## config.mk

```make
export PLATFORM = sky130hd
export DESIGN_NAME = regfile_wb_arbiter
export DESIGN_NICKNAME = d
export VERILOG_FILES = /design/src/rtl/regfile_wb_arbiter.sv
export SDC_FILE = /design/constraint.sdc
export NUM_CORES = 1
export LEC_CHECK = 0
export CAP_MARGIN = 20
export CORE_ASPECT_RATIO = 0.9
export CORE_MARGIN = 3
export CORE_UTILIZATION = 42
export CTS_BUF_LIST = sky130_fd_sc_hd__clkbuf_4
export CTS_CLUSTER_DIAMETER = 30
export DETAILED_ROUTE_END_ITERATION = 10
export PLACE_DENSITY = 0.82
export SYNTH_ARGS = -nofsm -noshare
export SYNTH_HDL_FRONTEND = slang
export SYNTH_SLANG_ARGS = --single-unit
```

## constraint.sdc

```tcl
create_clock -name clk -period 3.82 [get_ports clk]
set_clock_uncertainty 0.2 [all_clocks]
set_input_delay 0.764 -clock clk [delete_from_list [all_inputs] [get_ports clk]]
set_output_delay 0.764 -clock clk [all_outputs]
set_load 0.1 [all_outputs]
```

## src/rtl/regfile_wb_arbiter.sv

```systemverilog
// Writeback arbiter and pending-write scoreboard for the RV32I register file.
// Shares the single register-file write port between NREQ writeback
// requesters with round-robin arbitration, registers the winning write for
// one cycle, and keeps a 32-bit mask of registers with an outstanding write.
module regfile_wb_arbiter #(
    parameter int NREQ = 3,
    parameter int XLEN = 32
) (
    input  logic                   clk,
    input  logic                   rst,
    input  logic [NREQ-1:0]        req_valid,
    output logic [NREQ-1:0]        req_ready,
    input  logic [5*NREQ-1:0]      req_rd,
    input  logic [XLEN*NREQ-1:0]   req_data,
    output logic                   wr_en,
    output logic [4:0]             wr_addr,
    output logic [XLEN-1:0]        wr_data,
    input  logic                   alloc_en,
    input  logic [4:0]             alloc_rd,
    output logic [31:0]            pending
);

    localparam int PTR_W = $clog2(NREQ);

    logic [PTR_W-1:0] ptr;
    logic [PTR_W-1:0] grant_idx;
    logic [PTR_W-1:0] ptr_nxt;
    logic             grant_any;
    logic             accept;
    logic [4:0]       sel_rd;
    logic [XLEN-1:0]  sel_data;
    logic [31:0]      pending_nxt;

    // Round-robin search starting at ptr; the first valid requester wins.
    // NOTE: every signal driven here gets a default at the top of the block so
    // no path leaves it unassigned, which would otherwise infer a latch.
    always_comb begin
        grant_any = 1'b0;
        grant_idx = '0;
        for (int k = 0; k < NREQ; k++) begin
            if (!grant_any && req_valid[(int'(ptr) + k) % NREQ]) begin
                grant_any = 1'b1;
                grant_idx = PTR_W'((int'(ptr) + k) % NREQ);
            end
        end
    end

    // Ready, write-payload mux and pointer advance for the winning requester.
    always_comb begin
        req_ready = '0;
        sel_rd    = '0;
        sel_data  = '0;
        accept    = grant_any && !rst;
        ptr_nxt   = PTR_W'((int'(grant_idx) + 1) % NREQ);
        for (int i = 0; i < NREQ; i++) begin
            if (int'(grant_idx) == i) begin
                req_ready[i] = accept;
                sel_rd       = req_rd[5*i +: 5];
                sel_data     = req_data[XLEN*i +: XLEN];
            end
        end
    end

    // Scoreboard update: the registered write clears, allocation sets, and a
    // set to the same register wins because the new instruction owns it.
    always_comb begin
        pending_nxt = pending;
        if (wr_en) begin
            pending_nxt[wr_addr] = 1'b0;
        end
        if (alloc_en && alloc_rd != 5'd0) begin
            pending_nxt[alloc_rd] = 1'b1;
        end
        pending_nxt[0] = 1'b0;
    end

    // State: pointer, output write register and pending mask.
    // NOTE: clocked state uses non-blocking assignments so every flop samples
    // the pre-edge values, independent of statement order.
    always_ff @(posedge clk) begin
        if (rst) begin
            ptr     <= '0;
            wr_en   <= 1'b0;
            wr_addr <= '0;
            wr_data <= '0;
            pending <= '0;
        end else begin
            pending <= pending_nxt;
            wr_en   <= accept && (sel_rd != 5'd0);
            if (accept) begin
                ptr <= ptr_nxt;
            end
            // A write to x0 is consumed without touching the output payload.
            if (accept && sel_rd != 5'd0) begin
                wr_addr <= sel_rd;
                wr_data <= sel_data;
            end
        end
    end

    // A requester holds valid, rd and data steady until it is accepted.
    for (genvar g = 0; g < NREQ; g++) begin : g_hold_chk
        a_valid_held : assert property (@(posedge clk) disable iff (rst)
            (req_valid[g] && !req_ready[g]) |=> req_valid[g]);
        a_payload_held : assert property (@(posedge clk) disable iff (rst)
            (req_valid[g] && !req_ready[g]) |=>
                ($stable(req_rd[5*g +: 5]) && $stable(req_data[XLEN*g +: XLEN])));
    end

endmodule

```

==> results of run 1 <==
[metrics by stage]
step / hold WS (ns) / area, um^2 / cells
2_1_floorplan: 0.265 / 3960 / 442
3_3_place_gp: 0.262 / 6030 / 738
3_5_place_dp: 0.266 / 6030 / 738
4_1_cts: 0.283 / 6190 / 754
5_1_grt: 0.300 / 6240 / 756
6_report: 0.282 / 6240 / 756
[worst max path at each step]
stage,cells past startpoint,end
2_1_floorplan,12,req_ready[1]
3_3_place_gp,14,wr_data[0]
3_5_place_dp,12,wr_data[1]
4_1_cts,10,req_ready[2]
5_1_grt,12,req_ready[2]
6_report,10,req_ready[2]
[cells in the mapped netlist (3+ instances only)]
master	count	share of area, %
inv_1	7	0.67
nand3b_1	9	1.7
buf_4	3	0.57
nor2b_1	4	0.64
buf_6	6	1.7
ha_1	7	2.2
nand2_1	40	3.8
o21ai_1	3	0.38
nor3_1	7	0.89
a21oi_1	45	5.7
o21ai_0	61	7.8
o22ai_2	29	9.3
nand2b_1	33	5.3
nor2_1	7	0.67
o22ai_1	3	0.48
a221o_1	32	8.2
clkbuf_1	23	2.2
a2bb2oi_2	4	1.5
dfxtp_1	71	36
a211oi_1	6	1.1
nor3b_1	6	1.1
buf_2	7	0.89
[power by group]
group	total [W]	internal [W]	switching [W]
Clock	0.000546	0.000267	0.000280
Combinational	0.00373	0.00141	0.00232
Sequential	0.000988	0.000884	0.000103
Total	0.00526	0.00256	0.00271
[cells by family after synthesis]
logic type | count (synthesis) | synth area share [%]
AOI/OAI and AO/OA | 192 | 37.0
adders and majority gates | 7 | 2.23
buffers and inverters | 46 | 6.06
DFF | 71 | 36.2
muxes | 1 | 0.255
other | 1 | 0.0956
and+or+nand+nor | 124 | 18.1
[placed cells by master, fill, tap and decap left out, types with 3 or more instances in the layout]
cell type	n
a221o_1	32
nor2_1	7
nand2b_1	33
nor3_1	6
o22ai_1	3
buf_12	4
a21oi_1	45
o21ai_1	4
o21ai_0	60
inv_1	5
nand2_1	40
clkdlybuf4s50_1	181
a211oi_1	6
nand3b_1	9
nor2b_1	3
ha_1	3
clkbuf_4	9
dfxtp_1	69
a2bb2oi_2	4
nor3b_1	4
o22ai_2	29
buf_4	31
[per-layer routing]
layer,global-route usage (%),vias up,routed length [um]
met5,0,-,0
met1,28.3,2012,5130
met2,43.7,193,6960
met4,5.05,0,131
met3,7.38,11,1010
li1,-,2018,-
[what timing repair did]
action,in CTS,in global routing
gates resized for setup,2,11
cloned,0,0
hold endpoints to repair,0,0
setup buffers,0,2
pin swaps,0,5
endpoints found under the setup margin,1,36
[layout make-up]
cell class,instances,share of cell area (%)
Clock inverter,7,1.52
Tap cell,119,2.39
Sequential cell,71,22.8
Clock buffer,9,1.08
Timing Repair Buffer,218,34.3
Inverter,7,0.421
Multi-Input combinational cell,325,37.4
[registers in the layout, summed over array words and instances, names as in the netlist]
register and count:
wr_data 32, wr_en 1, ptr 2, pending 31, wr_addr 5
[worst max-delay path, stage by stage]
cell and delay [ns]:
clkdlybuf4s50_1 0.53, mux2i_1 0.10, o2bb2ai_1 0.23, nor2_1 0.11, o21ai_1 0.20, ha_2 0.23, inv_2 0.05, buf_4 0.14
nor3_4 0.18, buf_12 0.21
==> flow_metrics.tcl, run 1 <==
set metrics [dict create \
    fmax_ghz 0.269 \
    port_buffers 193 \
    ctsRootBufferMaster "clkbuf_4" \
    clk_latency_ns 0.41 \
    clk_pin_slew_worst_paths_ns 0.13 \
    yosysUniqueCellTypes 46 \
    fin_crit_ns 3.71 \
    cts_tree "done" \
    diodes 0 \
    critPathKind "in -> out" \
    hold_path_class "reg -> reg" \
    pre_cts_slack_ns -0.120 \
    synthToLayoutAreaGrowth_pct 59.2 \
    clk_path_buf_depth 2 \
    ant_nets 0 \
    post_drt_via_cell_ratio 5.60 \
    path_max_fanout 4 \
    avgSynthCellArea_um2 8.87 \
    total_power_w 0.00526 \
    coreArea_um2 8810 \
    crit_path_start_kind "primary input" \
    synth_area_um2 3920 \
    regArea_um2 1420 \
    yosysWarnings 0 \
    io_pins 195 \
    status "finished, final reports clean" \
    synth-edff-count 0 \
    hold-path-endpoint "pending[15]" \
    rr_worst_depth 15 \
    die_width_um 108 \
    worstSetupEndpointType "output port" \
    p_per_area_nw_per_um2 844 \
    final_layout_size_suffix_gt1_share_pct 16.5 \
    dieArea_um2 10500 \
    cts_buffers 9 \
    grt_use_total_pct 24.3 \
    rrSetupSlack_ns 0.31 \
    syn_inst 442 \
    place.gp.congestion 0.915 \
    drt_iter0_drc 213 \
    holdPathStages 2 \
    p_leak_nw 2.17 \
    vias 4234 \
    fin_setup_tns_ns 0 \
    grt_first_pass_wirelength_um 20700 \
    fin_ws_ns 0.109 \
    final.period_utilization_pct 97.2 \
    drc 0 \
    hold_start "pending[15]" \
    cts.sinks 71 \
    first_pass_iters 4 \
    final_util_pct 70.9 \
    row_count 32 \
    synth_fp_nets 571 \
    r2r_start "ptr[0]" \
    required_ns 2.86 \
    grt_overflow 0 \
    die_h_um 97.7 \
    grt_pass1_vias 4131 \
    drv_slew 0 \
    setup_viol 0 \
    arrival_ns 2.75 \
    nFillCells 687 \
    crit_start "req_valid[0]" \
    slew-limit-headroom_pct 30.1 \
    worst_r2r_endpoint "wr_data[1]" \
    wl_per_cell_um 17.5 \
    finalWirelength_um 13200 \
    synthFlopType "dfxtp_1" \
    peakVddDrop_v 0.000529 \
    ys_ff_latch 71 \
    grt_max_degree 44 \
    ctsHtreeMaxLevel 3 \
    multi_input_comb_area_um2 2340 \
    nets 761 \
    finalHoldViolCount 0 \
    start_util_pct 44.5 \
    postCtsHoldBufs 0 \
    tightestPinTransition_ns 1.05 \
    synthArstFlopShare_pct 0 \
    grt_antenna_before_repair 0 \
    maxCapViolations 0 \
    dp_hpwl_um 10100 \
    ys_seq_area_share_pct 36.2 \
]
Power figures use the tool's default switching activity.
==> run 2, diff against run 1 <==
--- a/config.mk
+++ b/config.mk
@@ -7,7 +7,6 @@
 export LEC_CHECK = 0
 export CAP_MARGIN = 20
 export CORE_ASPECT_RATIO = 0.9
-export CORE_MARGIN = 3
 export CORE_UTILIZATION = 42
 export CTS_BUF_LIST = sky130_fd_sc_hd__clkbuf_4
 export CTS_CLUSTER_DIAMETER = 30
==> run 2 against run 1 <==
  * Largest power group unchanged
  * Critical endpoint is now req_ready[1]
  * Critical path type unchanged
  * Critical path depth grew 1
  * Setup slack lost 0.058 ns
  * Clock power is 25% lower
==> flow_metrics.tcl, run 2 (synthesized netlist as in run 1, its figures left out) <==
set metrics [dict create \
    pre_cts_slack_ns -0.292 \
    tightestPinTransition_ns 1.03 \
    maxCapViolations 0 \
    grt_use_total_pct 26.1 \
    p_int_w 0.00253 \
    setup_viol 0 \
    grt_first_pass_wirelength_um 20300 \
    hold_start "pending[29]" \
    dpl-instance-area_um2 6090 \
    clk_pin_slew_worst_paths_ns 0.12 \
    grt_max_degree 42 \
    rsz0062_at_grt "true" \
    ctsHtreeMaxLevel 3 \
    required_ns 2.86 \
    cts.sinks 71 \
    largest_register "wr_data" \
    clk_latency_ns 0.41 \
    grtUsageMet2_pct 47.0 \
    dp_hpwl_um 9950 \
    met3_usage_pct 5.96 \
    multi_input_comb_area_um2 2340 \
    crit_top_cell "buf_12" \
    power_frac_seq_pct 18.8 \
    first_pass_iters 5 \
    die_h_um 93.7 \
    synthToLayoutAreaGrowth_pct 60.3 \
    p_per_area_nw_per_um2 838 \
    critPathTopFamily "buffers and inverters" \
    p_comb_share_pct 73.4 \
    ant_nets 0 \
    p_sw_w 0.00274 \
    crit_start "req_valid[1]" \
    drv_slew 0 \
    grt.busiest_layer "met2" \
    reg_top3 "wr_data (32), pending (31), wr_addr (5)" \
    path_max_fanout 8 \
    final_area_um2 6290 \
    io_pins 195 \
    largest_register_ffs 32 \
    fin_ws_ns 0.0508 \
    regArea_um2 1420 \
    grt_overflow 0 \
    swShare_pct 52.0 \
    worstSetupEndpointType "output port" \
    post_drt_via_cell_ratio 5.72 \
    arrival_ns 2.81 \
    finalHoldViolCount 0 \
    power.share.clock_pct 7.8 \
    port_buffers 193 \
    slew-limit-headroom_pct 31.3 \
    nFillCells 698 \
    status "finished, final reports clean" \
    clk_path_buf_depth 2 \
    cts_tree "done" \
    peakVddDrop_v 0.000549 \
    wl_per_cell_um 17.5 \
    final_util_pct 69.2 \
    vias 4358 \
    finalWirelength_um 13300 \
    cp_cell_sequence "clkdlybuf4s50_1 > nor2b_2 > o211ai_1 > nor2_1 > a21oi_1 > o22a_1 > ha_2 > buf_12 > buf_12 > nor3b_4 > buf_12" \
    final_layout_size_suffix_gt1_share_pct 16.4 \
    diodes 0 \
    r2r_start "ptr[1]" \
    nets 764 \
    die_width_um 104 \
    fmax_ghz 0.265 \
    critPathKind "in -> out" \
    start_util_pct 43.2 \
    grt_antenna_before_repair 0 \
    dieArea_um2 9730 \
    ctsRootBufferMaster "clkbuf_4" \
    slowest_delay_ns 0.50 \
    cp_num_buf_inv 4 \
    final_cell_mix "clkdlybuf4s50_1, dfxtp_1, o21ai_0" \
    drt_iter0_drc 262 \
    crit_path_start_kind "primary input" \
    hold_path_class "reg -> reg" \
    fin_crit_ns 3.77 \
    grt_use_met1_pct 28.8 \
    grt_pass1_vias 4270 \
    place.gp.congestion 0.887 \
    drc 0 \
    coreArea_um2 9080 \
    p_leak_nw 2.17 \
    slowest_stage "clkdlybuf4s50_1" \
    cts_buffers 9 \
    layout_commonest_cell "clkdlybuf4s50_1" \
    row_count 33 \
    final.period_utilization_pct 98.7 \
]
[run 2: changes by cell type in the layout (fill, tap and decap cells not counted), moves of 2 or more]
cell / delta
clkdlybuf4s50_1: +4
nor2b_2: +2
bufinv_16: -2
clkinv_4: -2
buf_4: -6
clkinv_2: +2
buf_12: +4
inv_2: -2
nor2b_1: -2
inv_1: +2
clkinvlp_4: +3
[run 2: repair_timing]
action | CTS | global route
gates resized for setup | 4 | 8
hold buffers | 0 | 0
pin swaps | 0 | 4
cloned | 0 | 0
buffers inserted | 0 | 6
setup endpoints to repair | 3 | 35
[run 2: tightest hold or removal path, stage by stage, from the launching register on]
cell,delay (ns)
dfxtp_1,0.33
o21ai_0,0.06
a21oi_1,0.06
[run 2: layout make-up]
cell class / count / area share, %
inverters: 7 / 0.418
clock buffers: 10 / 1.19
flip-flops and latches: 71 / 22.6
multi-input cells: 325 / 37.2
repair buffers: 221 / 35.5
clock inverters: 6 / 0.597
well taps: 122 / 2.43
[run 2: final timing paths]
kind                                endpoint  slack [ns]  cells after the start
worst max-delay path            req_ready[1]        0.05                     11
worst min-delay path             pending[29]        0.29                      2
worst max register to register    wr_data[1]        0.22                     14
worst min register to register   pending[29]        0.29                      2
[run 2: layer usage]
metal,part of all wire [%],routed length (um),vias up
li1,-,-,2029
met1,39,5180,2060
met2,50,6610,236
met3,8.5,1130,33
met4,3.0,393,0
met5,0,0,-
[run 2: through the flow]
step | hold slack, ns | cells | power, W | setup TNS (ns)
6_report | 0.285 | 762 | 0.00527 | 0
5_1_grt | 0.316 | 762 | 0.00553 | -0.0815
4_1_cts | 0.291 | 756 | 0.00517 | 0
3_5_place_dp | 0.274 | 740 | 0.00475 | -8.96
3_3_place_gp | 0.261 | 739 | 0.00463 | -4.74
2_1_floorplan | 0.265 | 442 | 0.00376 | -0.125
[run 2: power by group through the flow]
stage	logic [W]	registers (W)	clock network (W)
6_report	0.00387	0.000993	0.000410
3_5_place_dp	0.00375	0.00100	0
5_1_grt	0.00407	0.00100	0.000452
3_3_place_gp	0.00363	0.00100	0
4_1_cts	0.00377	0.000992	0.000414
2_1_floorplan	0.00196	0.00180	0
==> run 3, diff against run 2 <==
--- a/config.mk
+++ b/config.mk
@@ -12,6 +12,7 @@
 export CTS_CLUSTER_DIAMETER = 30
 export DETAILED_ROUTE_END_ITERATION = 10
 export PLACE_DENSITY = 0.82
+export SKIP_LAST_GASP = 1
 export SYNTH_ARGS = -nofsm -noshare
 export SYNTH_HDL_FRONTEND = slang
 export SYNTH_SLANG_ARGS = --single-unit
==> run 3 against run 2 <==
  * Total power is the same
  * Count of clock-buffer cells in the layout stayed put
  * Sequential share of layout area stayed put
  * Maximum frequency unchanged
  * Final cell count did not move
  * Die area stayed put
  * Non-clock buffer count unchanged
  * Setup slack stayed put
  * Via count unchanged
  * Critical path type unchanged
==> flow_metrics.tcl, run 3 (synthesized netlist as in run 1, its figures left out) <==
set metrics [dict create \
    status "finished, final reports clean" \
    final.period_utilization_pct 98.7 \
    grt_max_degree 42 \
    p_leak_nw 2.17 \
    clk_pin_slew_worst_paths_ns 0.12 \
    rrSetupSlack_ns 0.22 \
    final_cell_mix "clkdlybuf4s50_1, dfxtp_1, o21ai_0" \
    nets 764 \
    layout_commonest_cell "clkdlybuf4s50_1" \
    largest_register_ffs 32 \
    fin_setup_tns_ns 0 \
    maxCapViolations 0 \
    synthToLayoutAreaGrowth_pct 60.3 \
    path_max_fanout 8 \
    finalHoldViolCount 0 \
    worst-path-stages 11 \
    cts_buffers 9 \
    final_area_um2 6290 \
    clk_path_buf_depth 2 \
    grt_antenna_before_repair 0 \
    cp_num_buf_inv 4 \
    slowest_stage "clkdlybuf4s50_1" \
    hold-path-endpoint "pending[29]" \
    largest_register "wr_data" \
    total_power_w 0.00527 \
    dpl.cell_count 740 \
    finalWirelength_um 13300 \
    crit_path_start_kind "primary input" \
    postCtsHoldBufs 0 \
    worst_r2r_endpoint "wr_data[1]" \
    required_ns 2.86 \
    start_util_pct 43.2 \
    drv_slew 0 \
    cp_cell_sequence "clkdlybuf4s50_1 > nor2b_2 > o211ai_1 > nor2_1 > a21oi_1 > o22a_1 > ha_2 > buf_12 > buf_12 > nor3b_4 > buf_12" \
    fmax_ghz 0.265 \
    grt_pass1_vias 4270 \
    ant_nets 0 \
    hold_start "pending[29]" \
    ctsRootBufferMaster "clkbuf_4" \
    critPathKind "in -> out" \
    coreArea_um2 9080 \
    worstSetupEndpointType "output port" \
    diodes 0 \
    wl_per_cell_um 17.5 \
    port_buffers 193 \
    tightestPinTransition_ns 1.03 \
    dp_hpwl_um 9950 \
    rr_worst_depth 14 \
    cts_tree "done" \
    final_layout_size_suffix_gt1_share_pct 16.4 \
    io_pins 195 \
    first_pass_iters 5 \
    clk_latency_ns 0.41 \
    place.gp.congestion 0.887 \
    holdPathStages 2 \
    slowest_delay_ns 0.50 \
    crit_top_cell "buf_12" \
    setup_viol 0 \
    hold_path_class "reg -> reg" \
    grt_overflow 0 \
    grt_use_total_pct 26.1 \
    reg_top3 "wr_data (32), pending (31), wr_addr (5)" \
    final_cells 762 \
    cts.sinks 71 \
    dpl-instance-area_um2 6090 \
    dieArea_um2 9730 \
    rsz0062_at_grt "true" \
    die_h_um 93.7 \
    row_count 33 \
    critPathTopFamily "buffers and inverters" \
    post_drt_via_cell_ratio 5.72 \
    ctsHtreeMaxLevel 3 \
    die_width_um 104 \
    peakVddDrop_v 0.000549 \
    slew-limit-headroom_pct 31.3 \
    arrival_ns 2.81 \
    fin_crit_ns 3.77 \
    drt_iter0_drc 262 \
    grt_first_pass_wirelength_um 20300 \
    r2r_start "ptr[1]" \
    drc 0 \
    vias 4358 \
    p_per_area_nw_per_um2 838 \
]
[run 3: cell counts in the layout (fill, tap and decap cells not counted)]
No cell type changed its count.
[run 3: tightest hold or removal path: stages (launching register included)]
cell     delay (ns)
dfxtp_1        0.33
o21ai_0        0.06
a21oi_1        0.06
[run 3: report_power, final]
part	switching, W	leakage [nW]	internal [W]
combinational	0.00236	1.53	0.00151
clock	0.000273	0.0582	0.000137
sequential	0.000109	0.580	0.000883
total	0.00274	2.17	0.00253
[run 3: layout make-up]
type	instances	area, um^2
clock buffers	10	75.1
clock inverters	6	37.5
fillers	698	2800
inverters	7	26.3
multi-input cells	325	2340
flip-flops and latches	71	1420
well taps	122	153
repair buffers	221	2230
[run 3: worst max-delay path by stage]
stage / from / endpoint / slack, ns
finish: req_valid[1] / req_ready[1] / 0.05
global route: req_valid[0] / req_ready[2] / -0.03
CTS: ptr[0] / req_ready[1] / 0.007
detailed placement: req_valid[0] / wr_data[0] / -0.29
global placement: req_valid[2] / wr_data[17] / -0.18
floorplan: ptr[0] / req_ready[1] / -0.12
[run 3: routing by layer]
layer / up-vias / GRT usage, % / part of all wire, %
met5: - / 0 / 0
met4: 0 / 13.7 / 3.0
li1: 2029 / - / -
met1: 2060 / 28.8 / 39
met2: 236 / 47.0 / 50
met3: 33 / 5.96 / 8.5
[run 3: through the flow]
| step | utilization, % | hold slack [ns] | setup WS (ns) |
|---|---|---|---|
| 6_report | 69.2 | 0.285 | 0.0508 |
| 5_1_grt | 69.2 | 0.316 | -0.0337 |
| 4_1_cts | 68.4 | 0.291 | 0.00746 |
| 3_5_place_dp | 67.1 | 0.274 | -0.292 |
| 3_3_place_gp | 66.9 | 0.261 | -0.180 |
| 2_1_floorplan | - | 0.265 | -0.125 |
[run 3: timing repair]
action                                  CTS  global route
endpoints found under the setup margin    3            35
pin swaps                                 0             4
resized for setup                         4             8
setup buffers                             0             6
